**src/rtl/mult4u_acc_if.sv**
```systemverilog
// Operand/result handshake bundle for the 4x4 multiply-accumulate block.
interface mult4u_acc_if #(
  parameter int unsigned ACC_W = 12
);
  logic             in_valid;
  logic             in_ready;
  logic [3:0]       in_a;
  logic [3:0]       in_b;
  logic             out_valid;
  logic             out_ready;
  logic [ACC_W-1:0] out_sum;
  logic             out_ovf;

  // Environment side: produces operand pairs and consumes frame results.
  modport master (
    output in_valid, in_a, in_b, out_ready,
    input  in_ready, out_valid, out_sum, out_ovf
  );

  // Block side.
  modport slave (
    input  in_valid, in_a, in_b, out_ready,
    output in_ready, out_valid, out_sum, out_ovf
  );
endinterface

```
**src/rtl/mult4u_acc.sv**
```systemverilog
// Frame-based unsigned 4x4 multiply-accumulate: sums FRAME_LEN products,
// presents the result with a sticky carry-out flag, and waits for the consumer.
module mult4u_acc #(
  parameter int unsigned FRAME_LEN = 4,
  parameter int unsigned ACC_W     = 12
) (
  input logic         clk,
  input logic         rst,
  mult4u_acc_if.slave bus
);

  localparam int unsigned CNT_W  = $clog2(FRAME_LEN + 1);
  localparam int unsigned PROD_W = 8;
  localparam int unsigned SUM_W  = ACC_W + 1;

  typedef enum logic {
    ACCUM = 1'b0,
    HOLD  = 1'b1
  } state_e;

  state_e             state_q, state_d;
  logic [PROD_W-1:0]  p_q, p_d;
  logic               p_vld_q, p_vld_d;
  logic [ACC_W-1:0]   acc_q, acc_d;
  logic [CNT_W-1:0]   acc_cnt_q, acc_cnt_d;
  logic [CNT_W-1:0]   iss_cnt_q, iss_cnt_d;
  logic               ovf_q, ovf_d;
  logic               in_ready_q, in_ready_d;
  logic               out_valid_q, out_valid_d;

  logic               accept_c;
  logic               hs_c;
  logic               last_acc_c;
  logic [SUM_W-1:0]   sum_ext_c;

  // All state updates on the rising edge; reset is folded into the _d logic.
  always_ff @(posedge clk) begin
    state_q     <= state_d;
    p_q         <= p_d;
    p_vld_q     <= p_vld_d;
    acc_q       <= acc_d;
    acc_cnt_q   <= acc_cnt_d;
    iss_cnt_q   <= iss_cnt_d;
    ovf_q       <= ovf_d;
    in_ready_q  <= in_ready_d;
    out_valid_q <= out_valid_d;
  end

  // Handshake decode and the carry-extended accumulate sum.
  always_comb begin
    accept_c   = bus.in_valid && in_ready_q;
    hs_c       = out_valid_q && bus.out_ready;
    last_acc_c = p_vld_q && (acc_cnt_q == CNT_W'(FRAME_LEN - 1));
    sum_ext_c  = {1'b0, acc_q} + SUM_W'(p_q);
  end

  // Next state: leave ACCUM on the final accumulate, leave HOLD on handshake.
  always_comb begin
    state_d = state_q;
    if (rst) begin
      state_d = ACCUM;
    end else begin
      case (state_q)
        ACCUM:   if (last_acc_c) state_d = HOLD;
        HOLD:    if (hs_c)       state_d = ACCUM;
        default: state_d = ACCUM;
      endcase
    end
  end

  // Datapath and registered outputs, derived from the next state.
  always_comb begin
    p_d       = p_q;
    p_vld_d   = 1'b0;
    acc_d     = acc_q;
    acc_cnt_d = acc_cnt_q;
    iss_cnt_d = iss_cnt_q;
    ovf_d     = ovf_q;
    if (rst) begin
      p_d       = '0;
      acc_d     = '0;
      acc_cnt_d = '0;
      iss_cnt_d = '0;
      ovf_d     = 1'b0;
    end else begin
      if (accept_c) begin
        p_d       = PROD_W'(bus.in_a) * PROD_W'(bus.in_b);
        p_vld_d   = 1'b1;
        iss_cnt_d = iss_cnt_q + CNT_W'(1);
      end
      if (p_vld_q) begin
        acc_d     = sum_ext_c[ACC_W-1:0];
        ovf_d     = ovf_q | sum_ext_c[ACC_W];
        acc_cnt_d = acc_cnt_q + CNT_W'(1);
      end
      if (hs_c) begin
        acc_d     = '0;
        acc_cnt_d = '0;
        iss_cnt_d = '0;
        ovf_d     = 1'b0;
      end
    end
    in_ready_d  = (state_d == ACCUM) && (iss_cnt_d < CNT_W'(FRAME_LEN));
    out_valid_d = (state_d == HOLD);
  end

  assign bus.in_ready  = in_ready_q;
  assign bus.out_valid = out_valid_q;
  assign bus.out_sum   = acc_q;
  assign bus.out_ovf   = ovf_q;

endmodule

```
**src/flat_wrapper.sv**
```systemverilog
// flat-port wrapper written by rule: the top's interface ports become plain ports
module mult4u_acc_flat 
#(
  parameter int unsigned FRAME_LEN = 4,
  parameter int unsigned ACC_W     = 12
)
  (clk, rst, bus_in_valid, bus_in_a, bus_in_b, bus_out_ready, bus_in_ready, bus_out_valid, bus_out_sum, bus_out_ovf);
  mult4u_acc_if #(.ACC_W(ACC_W)) bus_i ();
  input logic clk;
  input logic rst;
  input wire logic [$bits(bus_i.in_valid)-1:0] bus_in_valid;
  input wire logic [$bits(bus_i.in_a)-1:0] bus_in_a;
  input wire logic [$bits(bus_i.in_b)-1:0] bus_in_b;
  input wire logic [$bits(bus_i.out_ready)-1:0] bus_out_ready;
  output wire logic [$bits(bus_i.in_ready)-1:0] bus_in_ready;
  output wire logic [$bits(bus_i.out_valid)-1:0] bus_out_valid;
  output wire logic [$bits(bus_i.out_sum)-1:0] bus_out_sum;
  output wire logic [$bits(bus_i.out_ovf)-1:0] bus_out_ovf;
  assign bus_i.in_valid = bus_in_valid;
  assign bus_i.in_a = bus_in_a;
  assign bus_i.in_b = bus_in_b;
  assign bus_i.out_ready = bus_out_ready;
  assign bus_in_ready = bus_i.in_ready;
  assign bus_out_valid = bus_i.out_valid;
  assign bus_out_sum = bus_i.out_sum;
  assign bus_out_ovf = bus_i.out_ovf;
  mult4u_acc #(.FRAME_LEN(FRAME_LEN), .ACC_W(ACC_W)) u_core (.clk(clk), .rst(rst), .bus(bus_i));
endmodule
```
**config.mk**
```make
export PLATFORM = sky130hd
export DESIGN_NAME = mult4u_acc_flat
export DESIGN_NICKNAME = d
export VERILOG_FILES = /design/src/rtl/mult4u_acc_if.sv /design/src/rtl/mult4u_acc.sv /design/src/flat_wrapper.sv
export SDC_FILE = /design/constraint.sdc
export NUM_CORES = 1
export LEC_CHECK = 0
export ABC_AREA = 1
export BUFFER_PORTS_ARGS = -buffer_cell sky130_fd_sc_hd__buf_2
export CORE_ASPECT_RATIO = 0.5
export CORE_MARGIN = 5
export CORE_UTILIZATION = 35
export DETAILED_ROUTE_END_ITERATION = 10
export PLACE_DENSITY = 0.53
export SETUP_SLACK_MARGIN = 0.1
export SYNTH_ARGS = -nofsm -noshare
export SYNTH_HDL_FRONTEND = slang
export SYNTH_SLANG_ARGS = --single-unit
```
**constraint.sdc**
```tcl
create_clock -name clk -period 2.2 [get_ports clk]
set_clock_uncertainty 0.2 [all_clocks]
set_input_delay 0 -clock clk [delete_from_list [all_inputs] [get_ports clk]]
set_output_delay 0 -clock clk [all_outputs]
set_load 0.005 [all_outputs]
```
=== After elaboration in Yosys (flattened, before gate mapping) ===
Index checks and enable logic that the tools add are counted.

* Add/sub/neg operators: 3
* Bitwise operators: 3
* Reduce and logical (&&, ||, !) cells: 5
* $mul: 1
* Order comparisons: 1
* Muxes and demuxes: 8
* Equality and inequality tests: 1

{| class="wikitable"
|+ Operators by type and width
! kind !! number
|-
| adder 12 x 8 -> 13 bit || 1
|-
| two-way mux 3 bit || 3
|-
| multiplier 4 x 4 -> 8 bit || 1
|-
| adder 3 x 1 -> 3 bit, second input constant || 2
|-
| logical AND 1 bit || 4
|-
| two-way mux 1 bit || 4
|-
| equality test 3 x 2 -> 1 bit, second input constant || 1
|-
| less-than comparator 3 bit, second input constant || 1
|-
| NOT 1 bit || 2
|-
| one-hot mux 1 bit (2 select lines) || 1
|-
| OR reduction 2 bit || 1
|-
| OR 1 bit || 1
|}

* Output and inout bits: 15
* Logic and storage cells: 30
* Register bits after elaboration: 30

=== Longest topological paths before layout ===
Gate-level depths: netlist of run 1.

* Depth in word-level cells: 7
* Depth in mapped cells: 13
* Gate-level depth less buffers: 13

=== Worst setup path after synthesis of run 1 ===
No wires, ideal clock.

* Kind: input port to flip-flop
* Start point: input port bus_in_a[0]
* End point: register u_core.p_q[6]
* Arrival time: 2131 ps
* Cell stages on the path: 10
* Setup slack: -247 ps
* Path buffers: 0
* Setup time: 115 ps
* Data required time: 1885 ps
* Cell sequence: nand2_1 -> fa_1 -> inv_1 -> fa_1 -> inv_1 -> fa_1 -> o21ai_0 -> xor2_1 -> o21ai_0 -> inv_1

* Word-level cells in the longest chain between the ends: 1

{| class="wikitable"
|+ Ends and longest elaborated chain
! item !! line !! text
|-
| start, declared || flat_wrapper.sv:12 || <nowiki>input wire logic [$bits(bus_i.in_a)-1:0] bus_in_a;</nowiki>
|-
| multiplier 4 x 4 -> 8 bit || mult4u_acc.sv:87 || <nowiki>p_d = PROD_W'(bus.in_a) * PROD_W'(bus.in_b);</nowiki>
|-
| end signal, assigned || mult4u_acc.sv:39 || <nowiki>p_q <= p_d;</nowiki>
|-
| end, declared || mult4u_acc.sv:22 || <nowiki>logic [PROD_W-1:0] p_q, p_d;</nowiki>
|}

Every way passes these cells.
A chain may end at the register's enable or synchronous reset.

=== Final worst setup path of run 1 ===
* Start point: input port bus_in_b[1]
* End point: register u_core.p_q[4]

* Word-level cells in the longest chain between the ends: 1

{| class="wikitable"
|+ Ends and longest elaborated chain
! item !! line !! text
|-
| start, declared || flat_wrapper.sv:13 || <nowiki>input wire logic [$bits(bus_i.in_b)-1:0] bus_in_b;</nowiki>
|-
| multiplier 4 x 4 -> 8 bit || mult4u_acc.sv:87 ||
|}

Every way passes these cells.

==> results of run 1 <==
[flip-flops by register name (all words and copies together) (netlist names)]
name / cells
u_core.p_vld_q: 1
u_core.acc_cnt_q: 3
u_core.bus.in_ready: 1
u_core.bus.out_ovf: 1
u_core.bus.out_valid: 1
u_core.bus.out_sum: 12
u_core.iss_cnt_q: 3
u_core.p_q: 8
[tightest hold or removal path: stages]
cell	delay, ns
buf_2	0.07
nand2_1	0.21
nand2_1	0.12
a21oi_1	0.05
[Yosys cell counts, drive strengths merged]
cell type   n  share of area (%)
nand2      76                 14
inv        52                9.5
nor2       42                7.6
dfxtp      30                 29
ha         23                 14
nand3      19                4.6
a21oi      16                4.6
o21ai      12                3.1
xor2        6                2.5
fa          5                4.9
buf         2               0.49
clkbuf      2               0.36
nand4       2               0.61
o21a        2               0.73
xnor2       2               0.85
a21boi      1               0.36
and2        1               0.42
bufinv      1               0.85
nor3        1               0.24
o21bai      1               0.36
o22ai       1               0.30
or2         1               0.30
[per-stage QoR]
step | hold slack, ns | area, µm²
after global routing | 0.1160 | 2636
after global placement | 0.09116 | 2379
final | 0.04300 | 2636
after detailed placement | 0.09342 | 2379
after CTS | 0.03630 | 2572
after floorplan | -0.1045 | 2085
[power groups by stage]
stage	Clock (W)	Combinational (W)	Sequential (W)
after floorplan	0	0.000234	0.000606
after global placement	0	0.000334	0.000615
after detailed placement	0	0.000338	0.000616
after CTS	0.000698	0.000346	0.000605
after global routing	0.000726	0.000425	0.000608
final	0.000682	0.000368	0.000605
[area by class of cell]
| type | count | area share [%] |
|---|---|---|
| inverter | 53 | 8.068 |
| clock buffer | 6 | 5.268 |
| clock inverter | 2 | 0.4746 |
| sequential | 30 | 22.78 |
| multi-input combinational | 211 | 48.98 |
| timing repair buffer | 43 | 10.96 |
| tap | 73 | 3.465 |
[timing repair]
action	CTS	global route
buffers inserted	0	1
pin swaps	0	4
hold endpoints to repair	13	0
hold buffers	4	0
resized for setup	1	11
endpoints found under the setup margin	1	7
[how the worst max path moves through the flow]
stage                start       endpoint  slack [ns]  depth (start not counted)
2_1_floorplan  bus_in_b[1]  u_core.p_q[6]        0.07                         10
3_3_place_gp   bus_in_b[1]  u_core.p_q[6]       -0.16                         11
3_5_place_dp   bus_in_a[2]  u_core.p_q[6]       -0.19                         11
4_1_cts        bus_in_b[1]  u_core.p_q[6]        0.10                         11
5_1_grt        bus_in_b[1]  u_core.p_q[6]       -0.01                         11
6_report       bus_in_b[1]  u_core.p_q[4]        0.11                         10
[placed cells by master, fill, tap and decap left out, types with 3 or more instances in the layout]
master         instances
nand3_1               19
a21oi_1               14
o21ai_0                7
buf_4                 14
dfxtp_1               30
dlygate4sd3_1          4
o21ai_1                3
nand2_2                5
clkbuf_16              5
xor2_1                 6
ha_1                  21
nor2_1                42
buf_2                 22
buf_6                  3
inv_1                 52
fa_1                   4
nand2_1               70
[layer usage]
metal,up-vias,global-route usage [%],part of all wire (%)
met2,26,19.99,43
met3,4,3.172,4.0
li1,1020,-,-
met1,778,15.96,52
met5,-,0,0
met4,0,3.395,0.91
[logic make-up after synthesis]
group	after synthesis	share of synthesized area (%)
adders and majority gates	28	18.81
and+or+nand+nor	142	28.03
buffers and inverters	57	11.17
xor gates and xnor gates	8	3.398
DFF	30	29.13
AOI/OAI and AO/OA	33	9.467
==> flow_metrics.tcl, run 1 <==
set metrics [dict create \
    place_ws_ns -0.1889 \
    via_count 1828 \
    hold_start "bus_in_valid" \
    tns_ns 0 \
    hold_class "primary input to register" \
    drtIter0Drc 101 \
    htree_levels 2 \
    crit_slowest_cell "fa_1" \
    switching_share_pct 27.87 \
    syn_area_um2 2062 \
    finalWeightedCongestion 0.8305 \
    grt_max_degree 15 \
    dr.pass1.iters 4 \
    clkPwrFrac_pct 41.2 \
    maxSlewViolCount 0 \
    clk_latency_ns 0.27 \
    r2r_slack_ns 0.24 \
    antenna_cells 0 \
    final-setup-viol-count 0 \
    cap_violations 0 \
    cts_buffer_depth 2 \
    initial_utilization_pct 36.91 \
    dieHeight_um 64.28 \
    gr-total-overflow 0 \
    layout_min_cycle_time_ns 2.094 \
    rows 19 \
    io_pins 27 \
    outcome "finished clean" \
    p_total_w 0.001655 \
    max_freq_mhz 477.6 \
    fin_crit_sh_pct 95.18 \
    whs_path_depth 4 \
    grt_pass1_wl_um 7721 \
    leakagePower_nw 1.429 \
    worstPathRequired_ns 2.15 \
    cp.buffers_inverters 4 \
    cts_tree "yes" \
    wl_um 4484 \
    switchingPower_w 0.0004612 \
    fillers 564 \
    synth-seq-cells 30 \
    synth_cell_types 27 \
    crit_chain "buf_6 > nand2_8 > fa_1 > inv_1 > fa_1 > inv_1 > fa_2 > buf_4 > xor2_1 > a21oi_1" \
    hold_path_end "u_core.iss_cnt_q[1]" \
    end_kind "register" \
    pwr-share-comb_pct 22.2 \
    area_growth_pct 27.85 \
    yosysWarnings 0 \
    core_um2 5587 \
    utilization_pct 47.19 \
    synth_fp_nets 338 \
    via_per_inst 4.373 \
    seqPwrFrac_pct 36.5 \
    antenna_found_initial 0 \
    syn_inst 298 \
    clk_pin_slew_worst_paths_ns 0.05 \
    layout.nets 384 \
    dieWidth_um 118.6 \
    final.setup.worst_slack_ns 0.1060 \
    drive_gt1_share_pct 17.97 \
    clockRootBuffer "clkbuf_16" \
    critPathLaunchType "primary input" \
    crit_type "primary input to register" \
    maxSlewHeadroom_pct 65.30 \
    slowest_delay_ns 0.53 \
    cts.sinks 30 \
    power_density_nw_per_um2 627.8 \
    crit-reg2reg-launch "u_core.bus.out_sum[0]" \
    cts_buffers 5 \
    wl_per_cell_um 10.73 \
    cp.arrival_ns 2.04 \
    die_area_um2 7620 \
    postSynthAreaPerCell_um2 6.919 \
    track_usage_pct 12.18 \
    rsz0062_at_grt "yes" \
    critical_path.max_fanout 2 \
    dpl.hpwl_um 3594 \
    ff2ff_path_depth 9 \
    vdd_drop_max_mv 0.3015 \
    portBuffers 26 \
    dp_cells 405 \
    multiInputGateArea_um2 1291 \
    drc 0 \
    internal-power_w 0.001194 \
    worst_slew_pin_slew_ns 0.5199 \
    fin_cells 418 \
    final_hold_viol_count 0 \
    crit_family "adder cells" \
    ys_seq_area_share_pct 29.13 \
    seqCellArea_um2 600.6 \
    grt_pass1_vias 1742 \
    postRouteAntennaNets 0 \
    r2r_end "u_core.bus.out_sum[10]" \
]
(Power assumes the default switching activity.)
==> inputs of run 2 (changes only) <==
clock period = 1.8 ns   (was 2.2 ns; I/O delays follow)
==> run 2 against run 1 <==
  * The run now ends with setup timing left
  * Flip-flop and latch count unchanged
  * Setup slack worse by 0.30 ns
  * Sequential share of layout area decreased by 1.8 points
  * Register-to-register slack worse by 0.22 ns
  * Wire length increased by 13%
  * Clock power increased by 23%
  * Sequential power rose by 24%
  * Global-route usage is 1.5 points higher
  * Die area is the same
  * Critical path type unchanged
  * Largest cell class unchanged
==> flow_metrics.tcl, run 2 (synthesis results as in run 1) <==
set metrics [dict create \
    r2r_slack_ns 0.02 \
    antenna_found_initial 0 \
    ff2ff_path_depth 9 \
    htree_levels 2 \
    crit_path_start "bus_in_b[1]" \
    dieWidth_um 118.6 \
    power_density_nw_per_um2 734.7 \
    grt_max_degree 15 \
    end_kind "register" \
    switching_share_pct 28.53 \
    whs_path_depth 4 \
    final_common_cell "nand2_1" \
    postRouteAntennaNets 0 \
    finalWeightedCongestion 0.8168 \
    crit-reg2reg-launch "u_core.bus.out_sum[0]" \
    cts_tree "yes" \
    switchingPower_w 0.0006073 \
    r2r_end "u_core.bus.out_sum[10]" \
    maxSlewHeadroom_pct 64.89 \
    worstPathRequired_ns 1.77 \
    outcome "complete, but fails checks" \
    drtIter0Drc 112 \
    critical_path.max_fanout 2 \
    cap_violations 0 \
    wl_um 5087 \
    pwr-share-comb_pct 25.3 \
    crit_type "primary input to register" \
    internal-power_w 0.001522 \
    stdcell_area_um2 2898 \
    crit_slowest_cell "fa_1" \
    crit_end "u_core.p_q[6]" \
    gr-total-overflow 0 \
    largest_reg_flops 12 \
    fillers 537 \
    io_pins 27 \
    p_total_w 0.002129 \
    clockRootBuffer "clkbuf_16" \
    hold_class "primary input to register" \
    critPathLaunchType "primary input" \
    final.setup.worst_slack_ns -0.1985 \
    rows 19 \
    cts.sinks 30 \
    violations "setup timing" \
    portBuffers 26 \
    dieHeight_um 64.28 \
    wl_per_cell_um 11.94 \
    postPlaceCellArea_um2 2450 \
    layout.nets 392 \
    antenna_cells 0 \
    dr.pass1.iters 4 \
    worst_slew_pin_slew_ns 0.5260 \
    area_growth_pct 40.53 \
    final-setup-viol-count 5 \
    crit_chain "buf_8 > nand2_8 > fa_1 > inv_1 > fa_1 > inv_1 > fa_2 > o21ai_2 > xor2_1 > o21ai_1 > inv_1" \
    fin_cells 426 \
    crit_family "adder cells" \
    dp_cells 412 \
    grt_pass1_wl_um 8487 \
    track_usage_pct 13.67 \
    cts_buffer_depth 2 \
    cts_buffers 5 \
    layout_common_cells "65 x nand2_1, 50 x inv_1, 41 x nor2_1" \
    vdd_drop_max_mv 0.5257 \
    cp.buffers_inverters 4 \
    worst_path_most_repeated_cell "inv_1" \
    leakagePower_nw 1.486 \
    maxSlewViolCount 0 \
    drive_gt1_share_pct 28.90 \
    max_freq_mhz 500.4 \
    clkPwrFrac_pct 39.5 \
    grt_pass1_vias 1850 \
    cp_num_cells 11 \
    via_per_inst 4.462 \
    tns_ns -0.6622 \
    cp.arrival_ns 1.97 \
    slowest_delay_ns 0.52 \
    drc 0 \
    die_area_um2 7620 \
    clk_latency_ns 0.28 \
    fin_crit_sh_pct 111.0 \
    core_um2 5587 \
    final_hold_viol_count 0 \
    dpl.hpwl_um 3847 \
    layout_min_cycle_time_ns 1.999 \
    rsz0062_at_grt "yes" \
    via_count 1901 \
    initial_utilization_pct 36.91 \
    clk_pin_slew_worst_paths_ns 0.05 \
    seqPwrFrac_pct 35.2 \
]
==> run 2: changes by cell type in the layout (fill, tap and decap cells not counted), moves of 3 or more <==
| cell | change |
|---|---|
| nand3_2 | +4 |
| ha_4 | +9 |
| ha_1 | -9 |
| a21oi_2 | +4 |
| nand2_2 | +3 |
| a21oi_1 | -4 |
| buf_4 | +5 |
| dfxtp_2 | +5 |
| nand3_1 | -4 |
| dfxtp_1 | -5 |
| nand2_1 | -5 |
==> run 2: through the flow <==
step / hold slack [ns] / util [%] / setup WS [ns]
global route: 0.1157 / 51.87 / -0.3007
finish: 0.06466 / 51.87 / -0.1985
CTS: 0.05885 / 49.16 / -0.2087
detailed placement: 0.09445 / 43.85 / -0.5630
floorplan: -0.1045 / - / -0.3322
global placement: 0.09533 / 43.85 / -0.5589
==> run 2: area by class of cell <==
| class | count | area, µm² | area share (%) |
|---|---|---|---|
| Timing Repair Buffer | 51 | 367.9 | 12.69 |
| Multi-Input combinational cell | 211 | 1471 | 50.78 |
| Clock buffer | 7 | 142.6 | 4.922 |
| Sequential cell | 30 | 606.8 | 20.94 |
| Inverter | 53 | 212.7 | 7.340 |
| Tap cell | 73 | 91.34 | 3.152 |
| Clock inverter | 1 | 5.005 | 0.1727 |
==> run 2: worst min-delay path, delay by kind of cell <==
family	cells	cell delay, ns
AOI/OAI and AO/OA	1	0.06
buffers and inverters	1	0.07
and+or+nand+nor	2	0.36
==> run 2: worst min path at each step <==
stage	from	to	slack, ns
final	bus_in_valid	u_core.iss_cnt_q[1]	0.06
after global routing	bus_in_valid	u_core.p_q[1]	0.12
after CTS	bus_in_valid	u_core.iss_cnt_q[1]	0.06
after detailed placement	rst	u_core.p_vld_q	0.09
after global placement	rst	u_core.p_vld_q	0.1
after floorplan	rst	u_core.p_vld_q	-0.10
==> run 2: repair_timing <==
item / 4_1_cts / 5_1_grt
pin swaps: 10 / 11
hold buffers: 4 / 0
hold endpoints to repair: 14 / 0
endpoints found under the setup margin: 11 / 16
gates resized for setup: 22 / 30
setup buffers: 1 / 1
==> run 2: power groups by stage <==
stage,Sequential [W],Clock (W),Combinational (W)
global placement,0.000748,0,0.000433
detailed placement,0.000749,0,0.000445
finish,0.000750,0.000841,0.000538
CTS,0.000738,0.000858,0.000493
floorplan,0.000741,0,0.000298
global route,0.000755,0.000895,0.000609
==> run 2: metal layers <==
layer  vias up  share of wire [%]  global-route usage (%)
met5         -                  0                       0
met4         0                1.5                   5.092
met3         8                3.4                   3.172
met2        22                 47                   22.98
met1       834                 48                   17.25
li1       1037                  -                       -
